**config.mk**
```make
export PLATFORM = sky130hd
export DESIGN_NAME = div_unsigned_seq
export DESIGN_NICKNAME = d
export VERILOG_FILES = /design/src/rtl/div_unsigned_seq.sv
export SDC_FILE = /design/constraint.sdc
export NUM_CORES = 1
export LEC_CHECK = 0
export CORE_MARGIN = 3
export CORE_UTILIZATION = 53
export DETAILED_ROUTE_END_ITERATION = 6
export GPL_TIMING_DRIVEN = 0
export PLACE_DENSITY = 0.81
export SYNTH_ARGS = -nofsm -noshare
export SYNTH_HDL_FRONTEND = slang
export SYNTH_SLANG_ARGS = --single-unit
```
**constraint.sdc**
```tcl
create_clock -name clk -period 2.8 [get_ports clk]
set_input_delay 0.84 -clock clk [delete_from_list [all_inputs] [get_ports clk]]
set_output_delay 0.84 -clock clk [all_outputs]
set_load 0.01 [all_outputs]
```
**src/rtl/div_unsigned_seq.sv**
```systemverilog
// Sequential unsigned restoring divider: one quotient bit per clock,
// registered quotient/remainder with a single-cycle done pulse.
module div_unsigned_seq #(
    parameter int WIDTH = 8
) (
    input  logic             clk,
    input  logic             rst_n,
    input  logic             start,
    input  logic [WIDTH-1:0] a,
    input  logic [WIDTH-1:0] b,
    output logic             busy,
    output logic             done,
    output logic [WIDTH-1:0] q,
    output logic [WIDTH-1:0] r,
    output logic             div_zero
);

    localparam int CW = (WIDTH > 2) ? $clog2(WIDTH) : 1;
    localparam logic [CW-1:0] LAST = CW'(WIDTH - 1);

    typedef enum logic {
        S_IDLE,
        S_CALC
    } state_t;

    state_t r_state;
    state_t w_state_next;
    logic   w_accept;
    logic   w_last;

    logic [WIDTH-1:0] r_dvd;
    logic [WIDTH-1:0] r_dsr;
    logic [WIDTH-1:0] r_rem;
    logic [CW-1:0]    r_cnt;
    logic             r_dz_pend;
    logic [WIDTH-1:0] r_q;
    logic [WIDTH-1:0] r_r;
    logic             r_dz;
    logic             r_done;

    logic [WIDTH:0]   w_rem_sh;
    logic [WIDTH-1:0] w_diff;
    logic             w_ge;
    logic [WIDTH-1:0] w_rem_nx;
    logic [WIDTH-1:0] w_dvd_nx;

    always_ff @(posedge clk or negedge rst_n) begin
        if (!rst_n) begin
            r_state <= S_IDLE;
        end else begin
            r_state <= w_state_next;
        end
    end

    always_comb begin
        w_state_next = r_state;
        w_accept     = 1'b0;
        w_last       = 1'b0;
        unique case (r_state)
            S_IDLE: begin
                if (start) begin
                    w_state_next = S_CALC;
                    w_accept     = 1'b1;
                end
            end
            S_CALC: begin
                if (r_cnt == LAST) begin
                    w_state_next = S_IDLE;
                    w_last       = 1'b1;
                end
            end
            default: w_state_next = S_IDLE;
        endcase
    end

    // The partial remainder stays below the divisor, so the shifted
    // value needs WIDTH+1 bits but the stored one only WIDTH.
    assign w_rem_sh = {r_rem, r_dvd[WIDTH-1]};
    assign w_ge     = (w_rem_sh >= {1'b0, r_dsr});
    assign w_diff   = w_rem_sh[WIDTH-1:0] - r_dsr;
    assign w_rem_nx = w_ge ? w_diff : w_rem_sh[WIDTH-1:0];
    assign w_dvd_nx = {r_dvd[WIDTH-2:0], w_ge};

    always_ff @(posedge clk or negedge rst_n) begin
        if (!rst_n) begin
            r_dvd     <= '0;
            r_dsr     <= '0;
            r_rem     <= '0;
            r_cnt     <= '0;
            r_dz_pend <= 1'b0;
        end else if (w_accept) begin
            r_dvd     <= a;
            r_dsr     <= b;
            r_rem     <= '0;
            r_cnt     <= '0;
            r_dz_pend <= (b == '0);
        end else if (r_state == S_CALC) begin
            r_dvd     <= w_dvd_nx;
            r_rem     <= w_rem_nx;
            r_cnt     <= r_cnt + 1'b1;
        end
    end

    always_ff @(posedge clk or negedge rst_n) begin
        if (!rst_n) begin
            r_q    <= '0;
            r_r    <= '0;
            r_dz   <= 1'b0;
            r_done <= 1'b0;
        end else begin
            r_done <= w_last;
            if (w_last) begin
                r_q  <= w_dvd_nx;
                r_r  <= w_rem_nx;
                r_dz <= r_dz_pend;
            end
        end
    end

    assign busy     = (r_state == S_CALC);
    assign done     = r_done;
    assign q        = r_q;
    assign r        = r_r;
    assign div_zero = r_dz;

endmodule

```
==> summary.md <==
| Metric | Value |
|---|---|
| CTS root buf | `clkbuf_8` |
| Final hold vios | `0` |
| Slew margin rel. | `0.681` |
| Distinct cells, synth | `47` |
| Max clock buf depth | `2` |
| Die Wd | `73.2 um` |
| Post-CTS Hold Buffers | `0` |
| Top Ports | `38` |
| Vias in the first global route | `1,859` |
| Routability cong. | `0.822` |
| CP Launch Type | `register` |
| Syn nets | `270` |
| Max Clk Rate | `0.412 GHz` |
| Total GRT Usage | `0.216` |
| Final net count | `314` |
| Final ANT Viol Nets | `0` |
| Worst hold slack | `421 ps` |
| DR DRC count | `0` |
| Worst R2R End | `r[4]` |
| Syn-to-layout area delta | `22.7%` |
| Largest net degree at the start of global routing | `36` |
| Initial antenna violation count | `0` |
| Ys async rst share | `1.00` |
| Setup Buffers After CTS | `0` |
| Row cnt | `23` |
| RSZ-0062 raised after global routing | `no` |
| Post-Synthesis Cells | `240` |
| DP HPWL | `3.79 mm` |
| Starting density of the core | `0.574` |
| Cts repair resizes | `0` |
| Status | `finished, final reports clean` |
| First-pass DRT Iterations | `4` |
| H-tree depth | `2` |
| Post-synth top flop | `dfrtp_1` |
| Max cap viols | `0` |
| Mean Syn Cell Area | `9.97 sq um` |
| First-pass GRT wire length | `8.83 mm` |
| Crit Path Category | `reg -> reg` |
| DRT iter0 DRCs | `139` |
| Inserted Diodes | `0` |
| Reg2reg start | `r_rem[5]` |
| P per Cell Area | `1400 mW/mm^2` |
| Synth Cell Area | `0.00239 sq mm` |
| Syn. warnings | `0` |
| CTS tree | `done` |
| Via density | `5.63` |
| Vias | `1,881` |
| Commonest non-fill, non-tap cell in the layout | `dfrtp_1` |
| Critical path peak fanout | `10` |
| Slew Viols, Final | `0` |
| Placed Cells incl. Taps | `327` |
| DR WL/cell | `15.1 um` |
| # fillers | `330` |
| Worst slew pin tran | `478 ps` |
| Tmin final | `2430 ps` |
| Share of layout cells above drive strength 1 | `0.0810` |
| Clock Sinks | `47` |
| Critical Path Sink Type | `register` |
| Setup-failing EPs final | `0` |
| Die area | `0.00536 sq mm` |
| Core area | `0.00417 sq mm` |
| Hold WC Path Type | `in -> async` |
| CTS clk-pin slew, worst paths | `90 ps` |
| Reg2Reg Depth | `7` |
| R2R setup slack | `370 ps` |
| DIE HEIGHT | `73.2 um` |
| Final Util | `0.704` |
| Final period util | `0.867` |
| #FFs+latches synth | `47` |
| CP required | `2990 ps` |
| Most frequent cells in the layout | `47 x dfrtp_1, 45 x nand2_1, 35 x clkdlybuf4s50_1` |
| Grt ovf | `0` |
| Leak Pwr | `1.36 nW` |
| Worst-Skew Late Latency | `300 ps` |
| WP data arrival | `2610 ps` |
| TritonCTS buffer count | `5` |
| Port bufs | `36` |
| Final Skew | `8.09 ps` |
| Routed WL | `5.05 mm` |
| Maximum vdd ir drop | `0.757 mV` |
| Non-filler cells in the finished layout | `334` |
| Sequential share of the synthesized area | `0.491` |
| Post-synth EDFFs | `0` |
## synth_stat cells, types with 2 or more instances
library cell  instances  share of area
a32oi_1               4          0.015
nor3_1                2         0.0042
ha_1                 10          0.052
nor2b_1               3         0.0078
o21ai_0              24          0.050
nand3_1               5          0.010
a21o_1                4          0.013
a22o_1                5          0.018
inv_1                14          0.022
a21oi_1               3         0.0063
a211o_1               2         0.0073
or4b_1                2         0.0084
nor4_1                2         0.0052
a31oi_1               3         0.0078
nand2_1              45          0.071
nor2_1                8          0.013
and2_1                4          0.010
buf_2                 2         0.0042
mux2i_1               8          0.033
clkbuf_1              8          0.013
mux2_4                2          0.013
dfrtp_1              47           0.49
a211oi_1              5          0.016
mux2_2                5          0.024
## power breakdown
part	leakage (nW)	internal (mW)	total (mW)	switching, mW
Clock	0.0502	0.261	0.484	0.223
Combinational	0.733	1.16	2.37	1.22
Sequential	0.574	1.03	1.25	0.220
Total	1.36	2.44	4.10	1.66
## state kept, by name, summed over array words and instances (netlist names)
name       flops
done           1
r              8
div_zero       1
r_dz_pend      1
q              8
r_dvd          8
busy           1
r_rem          8
r_dsr          8
r_cnt          3
## routing by layer
metal | track usage | part of all wire | vias to the layer above
met4 | 0.0840 | 0.016 | 0
li1 | - | - | 933
met3 | 0.0358 | 0.040 | 9
met5 | 0 | 0 | -
met1 | 0.310 | 0.47 | 907
met2 | 0.325 | 0.48 | 32
## cells by family after synthesis
group                      synth area share
adders and majority gates            0.0606
buffers and inverters                0.0512
xor gates and xnor gates            0.00366
DFF                                   0.491
AOI/OAI and AO/OA                     0.169
muxes                                0.0695
and+or+nand+nor                       0.154
## through the flow
step,TNS (ps),power [mW],instance area (sq um),setup slack (ps)
finish,0,4.10,2940,372
global route,0,4.48,2940,277
detailed placement,0,3.62,2830,412
floorplan,0,2.92,2390,566
global placement,-17670,3.53,2820,-379
CTS,0,4.13,2940,384
## critical path, cell delays in order (launching register included)
cell and delay (ps):
dfrtp_1 440, ha_1 360, a21o_1 190, a211o_1 340, a211oi_2 220, buf_6 190, mux2_4 310, mux2_2 260
## worst max-delay path by stage
| stage | start | end | slack [ps] |
|---|---|---|---|
| final | r_rem[5] | r[4] | 370 |
| after global routing | r_rem[5] | r[4] | 280 |
| after CTS | r_rem[5] | r[2] | 380 |
| after detailed placement | r_rem[5] | r[2] | 410 |
| after global placement | rst_n | q[7] | -380 |
| after floorplan | r_rem[5] | r[2] | 570 |
## final cells by class
class	instances	area [sq um]	area share
flip-flops and latches	47	1180	0.400
repair buffers	37	375	0.128
inverters	14	52.6	0.0179
multi-input cells	166	1090	0.373
clock inverters	2	37.5	0.0128
plain buffers	13	70.1	0.0239
well taps	50	62.6	0.0213
clock buffers	5	68.8	0.0234
(Power assumes the default switching activity.)
==> edit 1, RTL diff (same settings) <==
Reset style: synchronous (`rst_n`), changed in 3 clocked blocks.
--- a/src/rtl/div_unsigned_seq.sv
+++ b/src/rtl/div_unsigned_seq.sv
@@ -46,3 +46,3 @@
 
-    always_ff @(posedge clk or negedge rst_n) begin
+    always_ff @(posedge clk) begin
         if (!rst_n) begin
@@ -83,3 +83,3 @@
 
-    always_ff @(posedge clk or negedge rst_n) begin
+    always_ff @(posedge clk) begin
         if (!rst_n) begin
@@ -103,3 +103,3 @@
 
-    always_ff @(posedge clk or negedge rst_n) begin
+    always_ff @(posedge clk) begin
         if (!rst_n) begin
Formal check against the unedited RTL: differs if rst_n is asserted again (counterexample within 4 cycles, from zero or initial values and one cycle with rst_n low); with rst_n held inactive, the same outputs for 10 cycles.
==> edit 1 against the original RTL <==
- critical path depth down 1
- cell area decreased by 1.7%
- cell count grew 11%
- wire length rose by 6.3%
- setup slack lost 0.14 ns
- sequential cell count is the same
- area after synthesis decreased by 1.2%
- count of clock-buffer cells in the layout stayed put
- critical endpoint is now r[6]
Power is not compared: it rests on default switching activity, and its combinational part moved more than twofold at a synthesized area within 25%.
==> edit 1: results (changes against the original RTL) <==
----------------------------------------------------
[Clock network]
  CTS clock-pin slew for the worst setup and hold paths ... 0.09 ns (about the same)
  Max Buffers Root-to-Sink ... 2 (unchanged)
  Post-cts resize count ... 0 (unchanged)
  Clock H-tree levels ... 2 (unchanged)
  Post-CTS Setup Bufs ... 0 (unchanged)
  Clk_lat worst skew ... 0.31 ns
  Cell at the root of the clock tree ... clkbuf_8 (unchanged)

[Final layout]
  Number of antenna cells inserted ... 0 (unchanged)
  Fillers ... 358 (was 330)
  Layout Nets ... 349 (was 314)
  Share of final-layout standard cells stronger than drive strength 1 ... 0.0719 (was 0.0810)

[GRT]
  Largest net degree at the start of global routing ... 16 (was 36)
  Wire length of the first global-routing pass ... 8960 um (was 8830 um)
  Initial antenna violation count ... 0 (unchanged)
  Via count of the first global-routing pass ... 2013 (was 1859)
  Total global-route track usage ... 0.215 (was 0.216)

[Routing]
  Violation count after the first detailed-route iteration ... 246 (was 139)
  Total wirelength of the detailed-routed design ... 5370 um (was 5050 um)
  Number of detailed-route iterations in the first pass ... 4 (unchanged)
  Via Count ... 2142 (was 1881)

[Setup path]
  Crit path largest cell delay ... 0.64 ns (was 0.44 ns)
  Largest fanout on the critical path ... 10 (unchanged)
  Worst reg-to-reg path cell count ... 8 (was 7)
  Cell type group with the largest total delay on the critical path ... buffers and inverters (was compound AO/OA/AOI/OAI gates)
  Slowest-stage cell, CP ... a21oi_1 (was dfrtp_1)
  Reg2reg setup slack ... 0.62 ns (was 0.37 ns)
  Data arrival at the endpoint of the critical path ... 2.79 ns (was 2.61 ns)

[Placement]
  Final HPWL DP ... 4250 um (was 3790 um)
  Final weighted congestion in routability-driven placement ... 0.940 (was 0.822)
  Total cell area at the placement stage ... 2800 um2 (was 2830 um2)
  Post-placement setup slack ... -0.0864 ns (was 0.412 ns)
  Number of port buffers ... 37 (was 36)

[Power]
  Psw ... 0.000527 W
  Leakage power of the design ... 1.11 nW
  Maximum ir drop on the vdd rail ... between 400 and 500 uV

[Logic synthesis]
  Async set-reset flop share out of synthesis ... 0 (was 1.00)
  Register area share after synthesis ... 0.398 (was 0.491)
  Post-synthesis net count ... 305 (was 270)
  Most common library cells after synthesis ... dfxtp_1, nand2_1, nor2_1 (was dfrtp_1, nand2_1, o21ai_0)
  Most used DFF post-synth ... dfxtp_1 (was dfrtp_1)
  Number of warnings issued by yosys ... 0 (unchanged)
  Count of cell types in the netlist ... 48 (was 47)
  Top cells by area in the synthesized netlist ... dfxtp_1, a21oi_1, ha_1 (was dfrtp_1, nand2_1, ha_1)

[Hold path]
  HP Class ... reg2reg (was in2async)

[Timing]
  Period minus WS final ... 2.57 ns (was 2.43 ns)
  Post-Route Skew ... 0.0101 ns (was 0.00809 ns)
  Actual slew at the worst max-slew pin ... 0.798 ns (was 0.478 ns)
  Hold slack ... 0.456 ns (was 0.421 ns)

[Run status]
  Run status ... finished, final reports clean (unchanged)

----------------------------------------------------
[edit 1: cell families after synthesis]
kind of cell / after synthesis / synth area share
AO/OA/AOI/OAI: 84 / 0.252
XOR/XNOR: 4 / 0.0148
adder cells (fa/ha/maj): 11 / 0.0613
buffers and inverters: 29 / 0.0566
flip-flops: 47 / 0.398
multiplexers: 9 / 0.0381
AND/OR/NAND/NOR: 91 / 0.179
[edit 1: area by class of cell]
| class | count | area (um2) | area share |
|---|---|---|---|
| inverters | 14 | 52.6 | 0.0182 |
| repair buffers | 37 | 370 | 0.128 |
| well taps | 50 | 62.6 | 0.0217 |
| clock buffers | 5 | 68.8 | 0.0238 |
| flip-flops and latches | 47 | 941 | 0.326 |
| clock inverters | 3 | 18.8 | 0.00650 |
| multi-input cells | 199 | 1290 | 0.447 |
| plain buffers | 15 | 81.3 | 0.0282 |
[edit 1: stage by stage]
| stage | util | setup TNS [ns] | std cells |
|---|---|---|---|
| after floorplan | - | 0 | 275 |
| after global placement | 0.675 | -0.212 | 362 |
| after detailed placement | 0.675 | -0.170 | 362 |
| after global routing | 0.697 | 0 | 370 |
| final | 0.697 | 0 | 370 |
| after CTS | 0.697 | 0 | 370 |
[edit 1: power by group through the flow]
stage | registers, W | clock network, W | logic, W
2_1_floorplan | 0.000725 | 0 | 0.000348
3_3_place_gp | 0.000731 | 0 | 0.000450
3_5_place_dp | 0.000731 | 0 | 0.000457
4_1_cts | 0.000716 | 0.000417 | 0.000459
5_1_grt | 0.000719 | 0.000441 | 0.000511
6_report | 0.000716 | 0.000408 | 0.000465
[edit 1: layer usage]
| metal | share of wire | global-route usage | up-vias |
|---|---|---|---|
| met3 | 0.057 | 0.0468 | 6 |
| met2 | 0.46 | 0.339 | 61 |
| met4 | 0.010 | 0.0840 | 0 |
| met5 | 0 | 0 | - |
| met1 | 0.47 | 0.288 | 988 |
| li1 | - | - | 1087 |
[edit 1: final timing paths]
path                  from   end
setup / recovery     rst_n  r[6]
hold / removal        q[0]  q[0]
setup reg to reg  r_dvd[7]  r[6]
hold reg to reg       q[0]  q[0]
[edit 1: worst reg2reg max path, stage by stage (launching register included)]
cell and delay [ns]:
dfxtp_1 0.33, inv_1 0.08, ha_1 0.24, fa_1 0.41, nand2b_1 0.20, a2111o_1 0.37
o311ai_1 0.11, o21ai_1 0.17, o211ai_1 0.20
==> edit 2, RTL diff (same flow settings) <==
Without the edit above. The parameter `WIDTH` goes from 8 to 16.
--- a/src/rtl/div_unsigned_seq.sv
+++ b/src/rtl/div_unsigned_seq.sv
@@ -3,3 +3,3 @@
 module div_unsigned_seq #(
-    parameter int WIDTH = 8
+    parameter int WIDTH = 16
 ) (
Ports: changed (resized a, b, q and r); port bits go from 38 to 70. The function was not compared with the original's and may differ.
==> edit 2 against the original RTL <==
- power is 110% higher
- largest power group unchanged
- largest cell class is now multi-input combinational cells
- die area is 93% higher
- clock skew is 0.0038 ns higher
- cell area is 100% higher
- sequential cell count is 41 higher
- wire length grew to 2.5 times the old value
- setup slack worse by 0.14 ns
- critical path depth is 3 higher
- area after synthesis is 100% higher
- non-clock buffer count is 54 higher
- fmax is 5.5% lower
- cell count is 120% higher
==> edit 2: results (changes against the original RTL) <==
----------------------------------------------------
[GRT]
  Initial antenna violation count ... 0 (unchanged)
  Via count of the first global-routing pass ... 4180 (was 1859)
  Largest net degree at the start of global routing ... 46 (was 36)
  Total global-route track usage ... 0.254 (was 0.216)
  Wire length of the first global-routing pass ... 20600 um (was 8830 um)

[Clock network]
  Post-cts resize count ... 0 (unchanged)
  Cell at the root of the clock tree ... clkbuf_8 (unchanged)
  Number of buffers added by the clock tree synthesis step ... 9 (was 5)
  CTS clock-pin slew for the worst setup and hold paths ... 0.10 ns
  Max Buffers Root-to-Sink ... 2 (unchanged)
  Clk_lat worst skew ... 0.36 ns (was 0.30 ns)
  Post-CTS Setup Bufs ... 0 (unchanged)
  Clock H-tree levels ... 3 (was 2)

[Setup path]
  Reg2reg setup slack ... 0.23 ns (was 0.37 ns)
  Reg-to-Reg End ... r_rem[10] (was r[4])
  Crit path largest cell delay ... 0.44 ns (about the same)
  Slowest-stage cell, CP ... dfrtp_1 (unchanged)
  Data arrival at the endpoint of the critical path ... 2.84 ns (was 2.61 ns)
  Classification of the worst setup path ... reg2reg (unchanged)
  Worst reg-to-reg path cell count ... 10 (was 7)
  Startpoint of the most critical setup path ... r_dvd[15] (was r_rem[5])
  Largest fanout on the critical path ... 4 (was 10)

[Power]
  Maximum ir drop on the vdd rail ... 635 uV (was 757 uV)
  Leakage power of the design ... 2.62 nW (was 1.36 nW)

[Final layout]
  Number of antenna cells inserted ... 0 (unchanged)
  Fillers ... 724 (was 330)
  Layout Nets ... 671 (was 314)
  Share of final-layout standard cells stronger than drive strength 1 ... 0.0754 (was 0.0810)

[Logic synthesis]
  Count of cell types in the netlist ... 57 (was 47)
  Most used DFF post-synth ... dfrtp_1 (unchanged)
  Register area share after synthesis ... 0.455 (was 0.491)
  Mapped Cells ... 538 (was 240)
  Async set-reset flop share out of synthesis ... 1.00 (unchanged)
  Post-synthesis net count ... 591 (was 270)
  Top cells by area in the synthesized netlist ... dfrtp_1, nand2_1, o21ai_0 (was dfrtp_1, nand2_1, ha_1)
  Most common library cells after synthesis ... nand2_1, dfrtp_1, o21ai_0 (was dfrtp_1, nand2_1, o21ai_0)

[Placement]
  Number of port buffers ... 68 (was 36)
  Post-placement setup slack ... 0.315 ns (was 0.412 ns)
  Final weighted congestion in routability-driven placement ... 0.905 (was 0.822)
  Final HPWL DP ... 9500 um (was 3790 um)
  Placed Instances ... 715 (was 327)

[Hold path]
  HP Class ... in2async (unchanged)

[Routing]
  Total wirelength of the detailed-routed design ... 12700 um (was 5050 um)
  Violation count after the first detailed-route iteration ... 302 (was 139)
  Wire length per cell ... 17.4 um (was 15.1 um)
  Detailed-route vias per instance ... 6.03 (was 5.63)
  Number of detailed-route iterations in the first pass ... 5 (was 4)

[Timing]
  Max Freq ... 389 MHz (was 412 MHz)
  Post-Route Skew ... 0.0119 ns (was 0.00809 ns)
  Actual slew at the worst max-slew pin ... 0.596 ns (was 0.478 ns)

[Run status]
  Run status ... finished, final reports clean (unchanged)

----------------------------------------------------
-- edit 2: cell types whose count changed in the layout (fill, tap and decap cells not counted), moves of 8 or more --
cell / unedited run / this run
a21oi_1: 3 / 24
clkdlybuf4s50_1: 35 / 67
dfrtp_1: 47 / 88
inv_1: 14 / 22
mux2i_1: 8 / 16
nand2_1: 45 / 114
nand3_1: 5 / 17
nand4_1: 0 / 21
nor2_1: 8 / 22
o211ai_1: 0 / 13
o21ai_0: 24 / 45
-- edit 2: layout make-up --
class                   count  share of cell area
plain buffers              35              0.0295
clock inverters             6              0.0127
repair buffers             69               0.120
well taps                 108              0.0229
inverters                  23              0.0146
clock buffers              10              0.0233
multi-input cells         392               0.404
flip-flops and latches     88               0.373
-- edit 2: kinds of logic after synthesis --
logic type / share of synthesized area
fa+ha+maj: 0.0480
xor+xnor: 0.0217
buf+inv: 0.0537
simple gates: 0.189
flops: 0.455
mux: 0.0377
compound gates: 0.195
-- edit 2: power breakdown --
part | leakage [nW] | total, W | switching (W) | internal [W]
sequential | 1.07 | 0.00234 | 0.000424 | 0.00192
combinational | 1.44 | 0.00520 | 0.00302 | 0.00219
clock | 0.105 | 0.000950 | 0.000500 | 0.000450
total | 2.62 | 0.00850 | 0.00394 | 0.00455
-- edit 2: stage by stage --
stage	total power [W]	hold slack [ns]	area (um2)
after floorplan	0.00591	0.453	4840
after detailed placement	0.00747	0.461	5680
after CTS	0.00845	0.481	5900
after global routing	0.00915	0.497	5900
final	0.00850	0.467	5900
after global placement	0.00729	0.457	5660
-- edit 2: how the worst min path moves through the flow --
stage / startpoint / endpoint / slack [ns] / depth (start not counted)
global placement: q[14] / q[14] / 0.46 / 2
detailed placement: q[7] / q[7] / 0.46 / 2
CTS: rst_n / q[13] / 0.48 / 1
floorplan: r_dvd[0] / q[1] / 0.45 / 2
finish: rst_n / q[13] / 0.47 / 1
global route: rst_n / q[13] / 0.50 / 1
-- edit 2: routing by layer --
metal	track usage	vias up	share of wire
met5	0	-	0
met4	0.0798	0	0.019
met3	0.0310	22	0.056
met2	0.408	181	0.49
met1	0.360	2143	0.44
li1	-	2064	-
